==> config.mk <==
export PLATFORM = sky130hd
export DESIGN_NAME = servo_pwm_sched_flat
export DESIGN_NICKNAME = d
export VERILOG_FILES = /design/src/rtl/servo_pwm_sched_if.sv /design/src/rtl/servo_pwm_sched.sv /design/src/flat_wrapper.sv
export SDC_FILE = /design/constraint.sdc
export NUM_CORES = 1
export LEC_CHECK = 0
export CORE_UTILIZATION = 33
export DETAILED_ROUTE_END_ITERATION = 7
export GPL_TIMING_DRIVEN = 0
export SLEW_MARGIN = 20
export SYNTH_ARGS = -nofsm -noshare
export SYNTH_HDL_FRONTEND = slang
export SYNTH_SLANG_ARGS = --single-unit
==> constraint.sdc <==
create_clock -name clk -period 3.2 [get_ports clk]
set_clock_uncertainty 0.05 [all_clocks]
set_input_delay 0.96 -clock clk [delete_from_list [all_inputs] [get_ports clk]]
set_output_delay 0.96 -clock clk [all_outputs]
set_load 0.05 [all_outputs]
==> src/rtl/servo_pwm_sched_if.sv <==
// Command channel from the SPI command decoder into the servo scheduler.
// master = command source (decoder), slave = scheduler.
interface servo_pwm_sched_if #(
    parameter int NUM_CH = 4
);
    localparam int CH_W = (NUM_CH > 1) ? $clog2(NUM_CH) : 1;

    logic            cmd_valid;
    logic            cmd_ready;
    logic [CH_W-1:0] cmd_ch;
    logic [7:0]      cmd_width;

    modport master (output cmd_valid, output cmd_ch, output cmd_width, input cmd_ready);
    modport slave  (input cmd_valid, input cmd_ch, input cmd_width, output cmd_ready);
endinterface

==> src/rtl/servo_pwm_sched.sv <==
// Multi-channel servo PWM scheduler.
// Builds an 800-tick (20 ms) frame from the 40 kHz tick and drives one PWM
// output per channel. Widths are written into a pending bank over the command
// channel and copied into the active bank only at each channel's load tick,
// so a pulse in progress is never shortened or stretched.
// Optional feature: define SERVO_SCHED_STAGGER_EN to offset channel i by
// i*(FRAME_TICKS/NUM_CH) ticks so rising edges are spread across the frame.
module servo_pwm_sched #(
    parameter int NUM_CH      = 4,
    parameter int FRAME_TICKS = 800,
    parameter int MIN_TICKS   = 40,
    parameter int MAX_TICKS   = 80
) (
    input  logic                clk,
    input  logic                rst,
    input  logic                tick_in,
    servo_pwm_sched_if.slave    cmd,
    output logic [NUM_CH-1:0]   pwm_out,
    output logic                frame_start
);
    localparam int CH_W  = (NUM_CH > 1) ? $clog2(NUM_CH) : 1;
    localparam int CNT_W = 10;
    localparam logic [CNT_W-1:0] LAST = CNT_W'(FRAME_TICKS - 1);

    typedef enum logic {ST_IDLE, ST_RUN} state_t;

    state_t           r_state;
    logic [CNT_W-1:0] r_frame_cnt;
    logic [7:0]       r_pending [NUM_CH];
    logic [7:0]       r_active  [NUM_CH];

    logic [CNT_W-1:0] w_phase [NUM_CH];
    logic [NUM_CH-1:0] w_load;
    logic [NUM_CH-1:0] w_hit;
    logic             w_frame_load;
    logic             w_accept;
    logic [7:0]       w_clamped;

    // Limit a requested width to the servo's legal range; 0 keeps the channel off
    function automatic logic [7:0] clamp(input logic [7:0] w);
        if (w == '0)
            return '0;
        else if (w < 8'(MIN_TICKS))
            return 8'(MIN_TICKS);
        else if (w > 8'(MAX_TICKS))
            return 8'(MAX_TICKS);
        else
            return w;
    endfunction

    // Per-channel phase within the frame
    always_comb begin
        for (int unsigned i = 0; i < NUM_CH; i++) begin
`ifdef SERVO_SCHED_STAGGER_EN
            if (r_frame_cnt >= CNT_W'(i * (FRAME_TICKS / NUM_CH)))
                w_phase[i] = r_frame_cnt - CNT_W'(i * (FRAME_TICKS / NUM_CH));
            else
                w_phase[i] = r_frame_cnt + CNT_W'(FRAME_TICKS - i * (FRAME_TICKS / NUM_CH));
`else
            w_phase[i] = r_frame_cnt;
`endif
        end
    end

    // Per-channel load strobe (phase about to wrap) and pulse-active compare
    always_comb begin
        w_load = '0;
        w_hit  = '0;
        for (int unsigned i = 0; i < NUM_CH; i++) begin
            w_load[i] = tick_in && ((r_state == ST_IDLE) || (w_phase[i] == LAST));
            w_hit[i]  = (w_phase[i] < {2'b00, r_active[i]});
        end
    end

    assign w_frame_load  = tick_in && ((r_state == ST_IDLE) || (r_frame_cnt == LAST));
    // Refusing commands in any load cycle keeps pending->active copies race-free
    assign cmd.cmd_ready = !rst && !(|w_load);
    assign w_accept      = cmd.cmd_valid && cmd.cmd_ready;
    assign w_clamped     = clamp(cmd.cmd_width);

    // Frame sequencer: IDLE until the first tick, then a free-running frame counter
    always_ff @(posedge clk) begin
        if (rst) begin
            r_state     <= ST_IDLE;
            r_frame_cnt <= '0;
            frame_start <= 1'b0;
        end else begin
            frame_start <= w_frame_load;
            case (r_state)
                ST_IDLE: begin
                    if (tick_in) begin
                        r_state     <= ST_RUN;
                        r_frame_cnt <= '0;
                    end
                end
                ST_RUN: begin
                    if (tick_in)
                        r_frame_cnt <= (r_frame_cnt == LAST) ? '0 : r_frame_cnt + CNT_W'(1);
                end
            endcase
        end
    end

    // Width double buffer: commands land in pending, load ticks copy to active
    always_ff @(posedge clk) begin
        if (rst) begin
            for (int unsigned i = 0; i < NUM_CH; i++) begin
                r_pending[i] <= '0;
                r_active[i]  <= '0;
            end
        end else begin
            for (int unsigned i = 0; i < NUM_CH; i++) begin
                if (w_load[i])
                    r_active[i] <= r_pending[i];
                // Out-of-range channel numbers match no entry and are dropped
                if (w_accept && (cmd.cmd_ch == CH_W'(i)))
                    r_pending[i] <= w_clamped;
            end
        end
    end

    // Registered PWM outputs, forced low outside RUN
    always_ff @(posedge clk) begin
        if (rst)
            pwm_out <= '0;
        else
            pwm_out <= (r_state == ST_RUN) ? w_hit : '0;
    end
endmodule
==> src/flat_wrapper.sv <==
// flat-port wrapper written by rule: the top's interface ports become plain ports
module servo_pwm_sched_flat 
#(
    parameter int NUM_CH      = 4,
    parameter int FRAME_TICKS = 800,
    parameter int MIN_TICKS   = 40,
    parameter int MAX_TICKS   = 80
)
  (clk, rst, tick_in, pwm_out, frame_start, cmd_cmd_valid, cmd_cmd_ch, cmd_cmd_width, cmd_cmd_ready);
  servo_pwm_sched_if #(.NUM_CH(NUM_CH)) cmd_i ();
  input  logic clk;
  input  logic rst;
  input  logic tick_in;
  output logic [NUM_CH-1:0] pwm_out;
  output logic frame_start;
  input wire logic [$bits(cmd_i.cmd_valid)-1:0] cmd_cmd_valid;
  input wire logic [$bits(cmd_i.cmd_ch)-1:0] cmd_cmd_ch;
  input wire logic [$bits(cmd_i.cmd_width)-1:0] cmd_cmd_width;
  output wire logic [$bits(cmd_i.cmd_ready)-1:0] cmd_cmd_ready;
  assign cmd_i.cmd_valid = cmd_cmd_valid;
  assign cmd_i.cmd_ch = cmd_cmd_ch;
  assign cmd_i.cmd_width = cmd_cmd_width;
  assign cmd_cmd_ready = cmd_i.cmd_ready;
  servo_pwm_sched #(.NUM_CH(NUM_CH), .FRAME_TICKS(FRAME_TICKS), .MIN_TICKS(MIN_TICKS), .MAX_TICKS(MAX_TICKS)) u_core (.clk(clk), .rst(rst), .tick_in(tick_in), .cmd(cmd_i), .pwm_out(pwm_out), .frame_start(frame_start));
endmodule
==> results.md <==
* Number of flops mapped to enable cells by yosys at 64
* Worst min path class: flop to flop
* Min-delay src: u_core.r_pending[3][4]
* Run status: completed
* DP Area at 4169 um^2
* Port bufs at 18
* # setup viols final at 0
* H-tree Lvls at 3
* First-pass GRT wire length at 10650 um
* Antenna-violating nets left at 0
* Vias at 2288
* Effective utilization at floorplan at 34.47%
* Max_cap viols at 0
* CP max FO at 9
* Crit end category: primary output
* NumNets Final at 392
* Final hold vios at 0
* Routed WL per cell at about 13 um
* Sw power at 538.4 uW
* Remaining routing DRC violations at 0
* Critical R2R Capture: u_core.r_active[0][1]
* Initial antenna violation count at 0
* Setup Crit Path Kind: flop to primary output
* Reg2reg start: u_core.r_frame_cnt[5]
* Gpl congestion at 0.7228
* Tightest Pin Transition at 0.8054 ns
* Worst R2R Path Depth at 4
* Leak at 0.001772 uW
* Clock power frac at 44.7%
* Core ar. at 11030 um^2
* Die X at 109.3 um
* Longest Clk Path Bufs at 2
* Io pins at 20
* Std cell rows at 38
* Setup crit start kind: flop
* Overall routed net length at between 6000 and 7000 um
* GRT overflow at 0
* Worst VDD drop at 0.2773 mV
* Die ar. at 11960 um^2
* # diodes at 0
* Synthesis-to-finish area growth at 18.66%
* Via density at 4.632
* Unrepaired setup endpoints after global routing: no
* Final Max Slew Viols at 0
* CTS tree: yes
* Share of cells above drive strength 1 at 10.17%
* Critical Path AT at 2.12 ns
* Cells after Synth at 315
* Largest net degree at the start of global routing at 42
* Ys flop type: edfxtp_1
* Hold Path End: u_core.r_active[3][4]
* Mapped Area at 3802 um^2
* Iteration-0 DRC Markers at 55
* Final Core Density at 40.90%
* CTS root buffer: clkbuf_16
* Seq pwr share at approximately half
* Period utilization at 97.97%
* Clk sinks at 80
* Asr flop ratio synth at 0%
* Sequential share of the synthesized area at 58.97%
* Yosys reg bits at 80
* Slew HR at 46.23%
* Reg clk slew, reported paths at 0.06 ns
* Mean Syn Cell Area at between 10 and 15 um^2
* Distinct cells, synth at 38
* Vias in the first global route at 2197
* Combinational power share at 7.1%
* Worst Hold Depth at 1
* P per Cell Area at 548.3 nW/um^2
* Internal at 1935 uW
* Ys Warns at 0
* GRT Total Usage at 12.13%
* Clk_lat worst skew at 0.33 ns
* Die H at 109.3 um
* Number of CTS-inserted buffers at 9
* Final HPWL DP at 4631 um
* First-pass DRT Iterations at 4
* Fmax at roughly 0.32 GHz
* Setup slack, reg-to-reg at 0.58 ns
* Net Sw Frac at 21.76%
* Period minus WS final at 3.135 ns
* Final Instance Area at 4512 um^2
* Critical path required time at 2.19 ns
==> sequential cells by signal, indices dropped and copies added (netlist names) <==
register / flops
u_core.r_pending: 32
u_core.r_state: 1
u_core.pwm_out: 4
u_core.r_frame_cnt: 10
u_core.frame_start: 1
u_core.r_active: 32
==> critical path: stages (launching register included) <==
cell and delay, ns:
dfxtp_1 0.44, or4b_1 0.59, o311a_2 0.40, buf_6 0.16, buf_4 0.19
==> per-layer routing <==
metal	track usage (%)	wire, um
met3	2.371	221
met4	7.714	193
met2	19.59	3026
met5	0	0
met1	14.89	2938
==> cell usage after synthesis (2+ instances only) <==
cell type  number  area, um^2
ha_1           29       362.9
a211oi_1        8       60.06
buf_6           4       45.04
a21oi_1         7       35.03
xnor2_1         3       26.28
nand4_4         2       42.54
nand4b_4        2       47.55
a41oi_1         4       35.03
nor2_1         42       157.7
inv_1          30       112.6
edfxtp_1       64        1922
nand3_1         3       15.01
and3_1          2       12.51
and2_1         33       206.5
o21ai_0        14       70.07
nand2b_1       11       68.82
nand3b_1        3       22.52
nand4_1         2       12.51
nand2_1        14       52.55
xor2_1          5       43.79
dfxtp_1        16       320.3
==> layout by cell type, fill, tap and decap left out, types with 3 or more instances in the layout <==
master,n
edfxtp_1,64
nor2_1,42
and2_1,33
inv_1,29
ha_1,29
clkdlybuf4s50_1,17
dfxtp_1,15
nand2_1,14
o21ai_0,14
nand2b_1,11
clkbuf_16,9
a211oi_1,8
a21oi_1,7
xor2_1,5
buf_6,4
a41oi_1,4
conb_1,4
nand3b_1,3
nand3_1,3
xnor2_1,3
buf_4,3
==> worst max-delay path by stage <==
stage	cells after the start	slack [ns]	startpoint	end
4_1_cts	5	0.001	tick_in	cmd_cmd_ready
3_3_place_gp	5	-0.68	rst	cmd_cmd_ready
5_1_grt	4	0.02	u_core.r_frame_cnt[5]	cmd_cmd_ready
3_5_place_dp	5	-0.66	rst	cmd_cmd_ready
2_1_floorplan	4	0.22	tick_in	cmd_cmd_ready
6_report	4	0.07	u_core.r_frame_cnt[5]	cmd_cmd_ready
==> cell type report <==
type                    count  area, um^2
fillers                  1071        6519
flip-flops and latches     80        2243
multi-input cells         202        1413
clock buffers              10       229.0
repair buffers             20       192.7
well taps                 140       175.2
inverters                  31       116.4
clock inverters             6       92.59
plain buffers               5       50.05
==> per-stage QoR <==
| step | hold WS [ns] | std cells | setup WS, ns | power (uW) | setup TNS, ns |
|---|---|---|---|---|---|
| 4_1_cts | 0.4676 | 492 | 0.001282 | 2492 | 0 |
| 3_3_place_gp | 0.4478 | 476 | -0.6779 | 1387 | -0.6779 |
| 3_5_place_dp | 0.4564 | 476 | -0.6593 | 1393 | -1.000 |
| 6_report | 0.4662 | 494 | 0.06508 | 2474 | 0 |
| 2_1_floorplan | 0.4184 | 318 | 0.2209 | 1326 | 0 |
| 5_1_grt | 0.4812 | 494 | 0.02303 | 2561 | 0 |
==> cell families after synthesis <==
family                   count (synthesis)  share of synthesized area, %
AND/OR/NAND/NOR                        123                         18.76
XOR/XNOR                                 8                         1.843
multiplexers                             1                        0.2633
AO/OA/AOI/OAI                           36                         5.923
adder cells (fa/ha/maj)                 30                         9.806
flip-flops                              80                         58.97
other                                    1                       0.09862
buffers and inverters                   36                         4.343
==> power by group through the flow <==
stage / logic (uW) / clock network [uW] / registers [uW]
after floorplan: 103 / 0 / 1220
after global placement: 172 / 0 / 1210
after detailed placement: 177 / 0 / 1220
after CTS: 178 / 1120 / 1190
after global routing: 199 / 1160 / 1200
final: 176 / 1110 / 1190
==> what timing repair did <==
item                                    4_1_cts  5_1_grt
gates cloned                                  0        0
pin swaps                                     0        1
endpoints found under the setup margin        1        1
hold endpoints to repair                      0        0
buffers inserted                              0        2
resized for setup                             9        0
hold buffers                                  0        0
(Power assumes the default switching activity.)
==> variant 1, RTL diff (config.mk and constraints unchanged) <==
`NUM_CH` is set to 4 in 3 places; all go to 8.
--- a/src/rtl/servo_pwm_sched_if.sv
+++ b/src/rtl/servo_pwm_sched_if.sv
@@ -3,3 +3,3 @@
 interface servo_pwm_sched_if #(
-    parameter int NUM_CH = 4
+    parameter int NUM_CH = 8
 );
--- a/src/rtl/servo_pwm_sched.sv
+++ b/src/rtl/servo_pwm_sched.sv
@@ -8,3 +8,3 @@
 module servo_pwm_sched #(
-    parameter int NUM_CH      = 4,
+    parameter int NUM_CH      = 8,
     parameter int FRAME_TICKS = 800,
--- a/src/flat_wrapper.sv
+++ b/src/flat_wrapper.sv
@@ -3,3 +3,3 @@
 #(
-    parameter int NUM_CH      = 4,
+    parameter int NUM_CH      = 8,
     parameter int FRAME_TICKS = 800,
Ports: changed (resized cmd_cmd_ch and pwm_out); port bits go from 20 to 25. The function was not compared with the original's and may differ.
==> variant 1 against the unedited design <==
  * Hold slack about the same
  * Design area increased by 79%
  * Total power increased by 80%
  * Combinational power grew 74%
  * Count of clock-buffer cells in the layout increased by 21
  * Die area rose by 78%
  * Clock power rose by 71%
  * Synthesized area is 79% higher
  * Sequential cell count up 68
  * Setup slack better by 0.049 ns
  * Wire length grew 95%
  * Via count up 75%
==> variant 1: results (changes against the unedited design) <==
PortBufs - 22 (was 18)
Relative slew margins - 32.65% (was 46.23%)
Met3 wire length - 632 µm (was 221 µm)
Post-Synth Adder-Cell Area - 10.61% (was 9.806%)
M1 wire length - 5238 µm (was 2938 µm)
Peak supply drop - 0.3122 mV (was 0.2773 mV)
Mux cell area share after synthesis - 0.1468% (was 0.2632%)
Total GRT Usage - 12.58% (was 12.13%)
Worst reg-to-reg setup slack - 0.70 ns (was 0.58 ns)
Internal Power - 3.523 mW (was 1.935 mW)
Worst r2r src - u_core.r_state (was u_core.r_frame_cnt[5])
Via Count - 4004 (was 2288)
Status - completed (unchanged)
Largest net degree at the start of global routing - 65 (was 42)
DR WL met2 - 6255 µm (was 3026 µm)
Placed cell areas - 0.007430 mm² (was 0.004169 mm²)
Crit-path slowest cell - dfxtp_2 (was or4b_1)
Capturing point of the worst reg2reg path - u_core.r_pending[0][15] (was u_core.r_active[0][1])
Number of flops mapped to enable cells by yosys - 128 (was 64)
Period utilisation layout - 96.45% (was 97.97%)
Final Non-Filler Cells - 889 (was 494)
Drt total wl - 12450 µm (was 6380 µm)
Layout cells sized above 1 - 8.562% (was 10.17%)
Number of global-route vias before repair - 3900 (was 2197)
First-pass GRT wire length - 19780 µm (was 10650 µm)
Starting DRC count in detailed routing - 289 (was 55)
Worst EP arrival - 2.08 ns (was 2.12 ns)
## variant 1: cell types whose count changed in the layout (fill, tap and decap cells not counted), moves of 10 or more
cell       change
nor3_1        +13
o21ai_0       +11
nor2_1        +13
clkbuf_16     +10
ha_1          +28
edfxtp_1      +64
inv_1         +32
clkbuf_1      +11
nor2b_1       +16
and2_1        +15
## variant 1: kinds of logic (layout without fill, tap and decap cells)
family	after synthesis	count (layout)
AOI/OAI and AO/OA	67	67
xor gates and xnor gates	9	9
adders and majority gates	58	58
buffers and inverters	74	131
DFF	148	148
muxes	1	1
other	1	8
and+or+nand+nor	197	197
## variant 1: power groups by stage
stage / logic, mW / clock network, mW / registers (mW)
6_report: 0.306 / 1.90 / 2.23
5_1_grt: 0.343 / 2.01 / 2.24
4_1_cts: 0.308 / 1.93 / 2.23
3_5_place_dp: 0.302 / 0 / 2.28
3_3_place_gp: 0.289 / 0 / 2.27
2_1_floorplan: 0.176 / 0 / 2.29
## variant 1: per-layer routing
metal  track usage [%]  vias to the layer above
met5                 0                        -
met4             6.263                        0
met3             3.197                       21
met2             21.51                       89
met1             14.65                     1839
li1                  -                     2055
## variant 1: final cells by class
type / count / area (µm²)
repair buffers: 26 / 245.2
clock inverters: 1 / 5.005
fillers: 1868 / 12170
plain buffers: 12 / 61.31
clock buffers: 31 / 580.6
inverters: 61 / 229.0
well taps: 270 / 337.8
multi-input cells: 340 / 2349
flip-flops and latches: 148 / 4258
## variant 1: how the worst min path moves through the flow
stage                             from                endpoint  cells after the start
2_1_floorplan           u_core.r_state          u_core.r_state                      2
3_3_place_gp   u_core.r_pending[1][10]  u_core.r_active[2][10]                      1
3_5_place_dp   u_core.r_pending[0][26]  u_core.r_active[1][10]                      1
4_1_cts         u_core.r_pending[1][4]   u_core.r_active[2][4]                      1
5_1_grt        u_core.r_pending[0][20]   u_core.r_active[1][4]                      1
6_report       u_core.r_pending[1][11]  u_core.r_active[2][11]                      1
## variant 1: critical path: cells and delay by family (launching register included)
family                 cells  cell delay [ns]
AO/OA/AOI/OAI              1             0.17
buffers and inverters      2             0.41
flip-flops                 1             0.58
AND/OR/NAND/NOR            3             0.49
## variant 1: per-stage QoR
step	setup TNS (ns)	hold WS [ns]	power [mW]
after floorplan	0	0.4351	2.466
after global placement	-17.15	0.4593	2.563
after detailed placement	-0.9983	0.4522	2.578
after CTS	0	0.4656	4.473
after global routing	0	0.4867	4.597
final	0	0.4658	4.441
## variant 1: timing repair
action                     CTS  global route
setup buffers                2             0
resized for setup           15             5
pin swaps                    1             0
setup endpoints to repair    1             1
==> variant 2, RTL diff (same settings) <==
Without the edit above. The output `pwm_out` loses its register stage (`pwm_out` becomes a continuous assignment).
--- a/src/rtl/servo_pwm_sched.sv
+++ b/src/rtl/servo_pwm_sched.sv
@@ -122,8 +122,3 @@
     // Registered PWM outputs, forced low outside RUN
-    always_ff @(posedge clk) begin
-        if (rst)
-            pwm_out <= '0;
-        else
-            pwm_out <= (r_state == ST_RUN) ? w_hit : '0;
-    end
+    assign pwm_out = (r_state == ST_RUN) ? w_hit : '0;
 endmodule
Behaviour: not the same (Yosys sat finds a counterexample within 4 cycles, from zero or initial values and one cycle with rst high).
==> variant 2 against the unedited design <==
  * Wire length grew 8.0%
  * Combinational power grew 21%
  * Total power grew 1.0%
  * Critical path type unchanged
  * Setup slack gained 0.065 ns
  * Synthesized area shrank 0.16%
  * Sequential cell count shrank 4
  * Largest power group is now the clock network
  * Design area grew 1.4%
  * Register-to-register slack gained 0.42 ns
==> variant 2: results (changes against the unedited design) <==
Leakage - 1.773 nW (was 1.772 nW)
Post-placement setup slack - -1.227 ns (was -0.6593 ns)
Worst r2r src - u_core.r_frame_cnt[1] (was u_core.r_frame_cnt[5])
Fillcell total - 1080 (was 1071)
GR Util met1 - 14.95% (was 14.89%)
Ranking of synthesized cells by area - edfxtp_1 (51%), ha_1 (9.6%), dfxtp_1 (6.3%) (was edfxtp_1 (51%), ha_1 (9.5%), dfxtp_1 (8.4%))
Vias per std cell - 4.729 (was 4.632)
Number of global-route vias before repair - 2384 (was 2197)
Area share of buffers outside the clock network - 6.101% (was 5.380%)
Worst reg2reg path depth - 5 (was 4)
Most frequent cells after synthesis - edfxtp_1 (64), and2_1 (33), inv_1 (32), ha_1 (29), nor2_1 (29) (was edfxtp_1 (64), nor2_1 (42), and2_1 (33), inv_1 (30), ha_1 (29))
Status - completed (unchanged)
Top Family by Delay on Critical Path - buffers and inverters (was simple AND/OR/NAND/NOR gates)
Total GRT Usage - 13.10% (was 12.13%)
Mapped Cells - 337 (was 315)
Post-CTS sizing - 35 (was 9)
Placed cells - 497 (was 476)
Clk cell area share - 7.442% (was 7.127%)
Grt met3 use - 4.065% (was 2.371%)
Clock Buffer Count - 9 (was 10)
Comb_multi_in - 220 (was 202)
Crit-path max cell delay - 0.41 ns (was 0.59 ns)
M2 GR Usage - 22.24% (was 19.59%)
Crit-path slowest cell - dfxtp_2 (was or4b_1)
Layout cells sized above 1 - 11.17% (was 10.17%)
Area of the multi-input gates - 0.001493 mm² (was 0.001413 mm²)
Final Net Count - 414 (was 392)
Compound-Gate Fraction of Synth Area - 7.086% (was 5.923%)
Seq. cell area - 0.002166 mm² (was 0.002243 mm²)
DP HPWL - 5102 µm (was 4631 µm)
Synth Area in XOR/XNOR - 2.076% (was 1.843%)
Distinct cells, synth - 37 (was 38)
Routed wire length per instance - 13.35 µm (was 12.91 µm)
Peak supply drop - 0.3012 mV (was 0.2773 mV)
Worst slew pin tran - 0.5898 ns (was 0.8054 ns)
Inverters, non-clock - 32 (was 31)
Placer congestion estimate - 0.8705 (was 0.7228)
PortBufs - 17 (was 18)
Worst EP arrival - 2.06 ns (was 2.12 ns)
Post-Synth Adder-Cell Area - 9.822% (was 9.806%)
Placed cell areas - 0.004153 mm² (was 0.004169 mm²)
Max Fanout on Critical Path - 21 (was 9)
Drt total wl - 6888 µm (was 6380 µm)
variant 2: cell types whose count changed after synthesis, moves of 4 or more:
cell      before  now
clkbuf_1       1    6
dfxtp_1       16   12
nand2_1       14   10
nand3_1        3   19
nor2_1        42   29
buf_6          4    0
nor3_1         0   14
buf_2          0    6
variant 2: routing by layer:
layer | vias up | share of wire, %
li1 | 1267 | -
met1 | 1124 | 45
met2 | 34 | 50
met3 | 15 | 2.9
met4 | 0 | 2.8
met5 | - | 0
variant 2: worst min-delay path by stage:
stage	from	to
floorplan	u_core.r_state	u_core.r_state
global placement	u_core.r_state	u_core.r_state
detailed placement	u_core.r_pending[3][0]	u_core.r_active[3][0]
CTS	u_core.r_pending[3][0]	u_core.r_active[3][0]
global route	u_core.r_pending[3][0]	u_core.r_active[3][0]
finish	u_core.r_pending[3][0]	u_core.r_active[3][0]
variant 2: where the power goes:
group	total (mW)	internal (mW)	switching, mW
clock	1.15	0.758	0.387
combinational	0.213	0.0796	0.133
sequential	1.14	1.13	0.0140
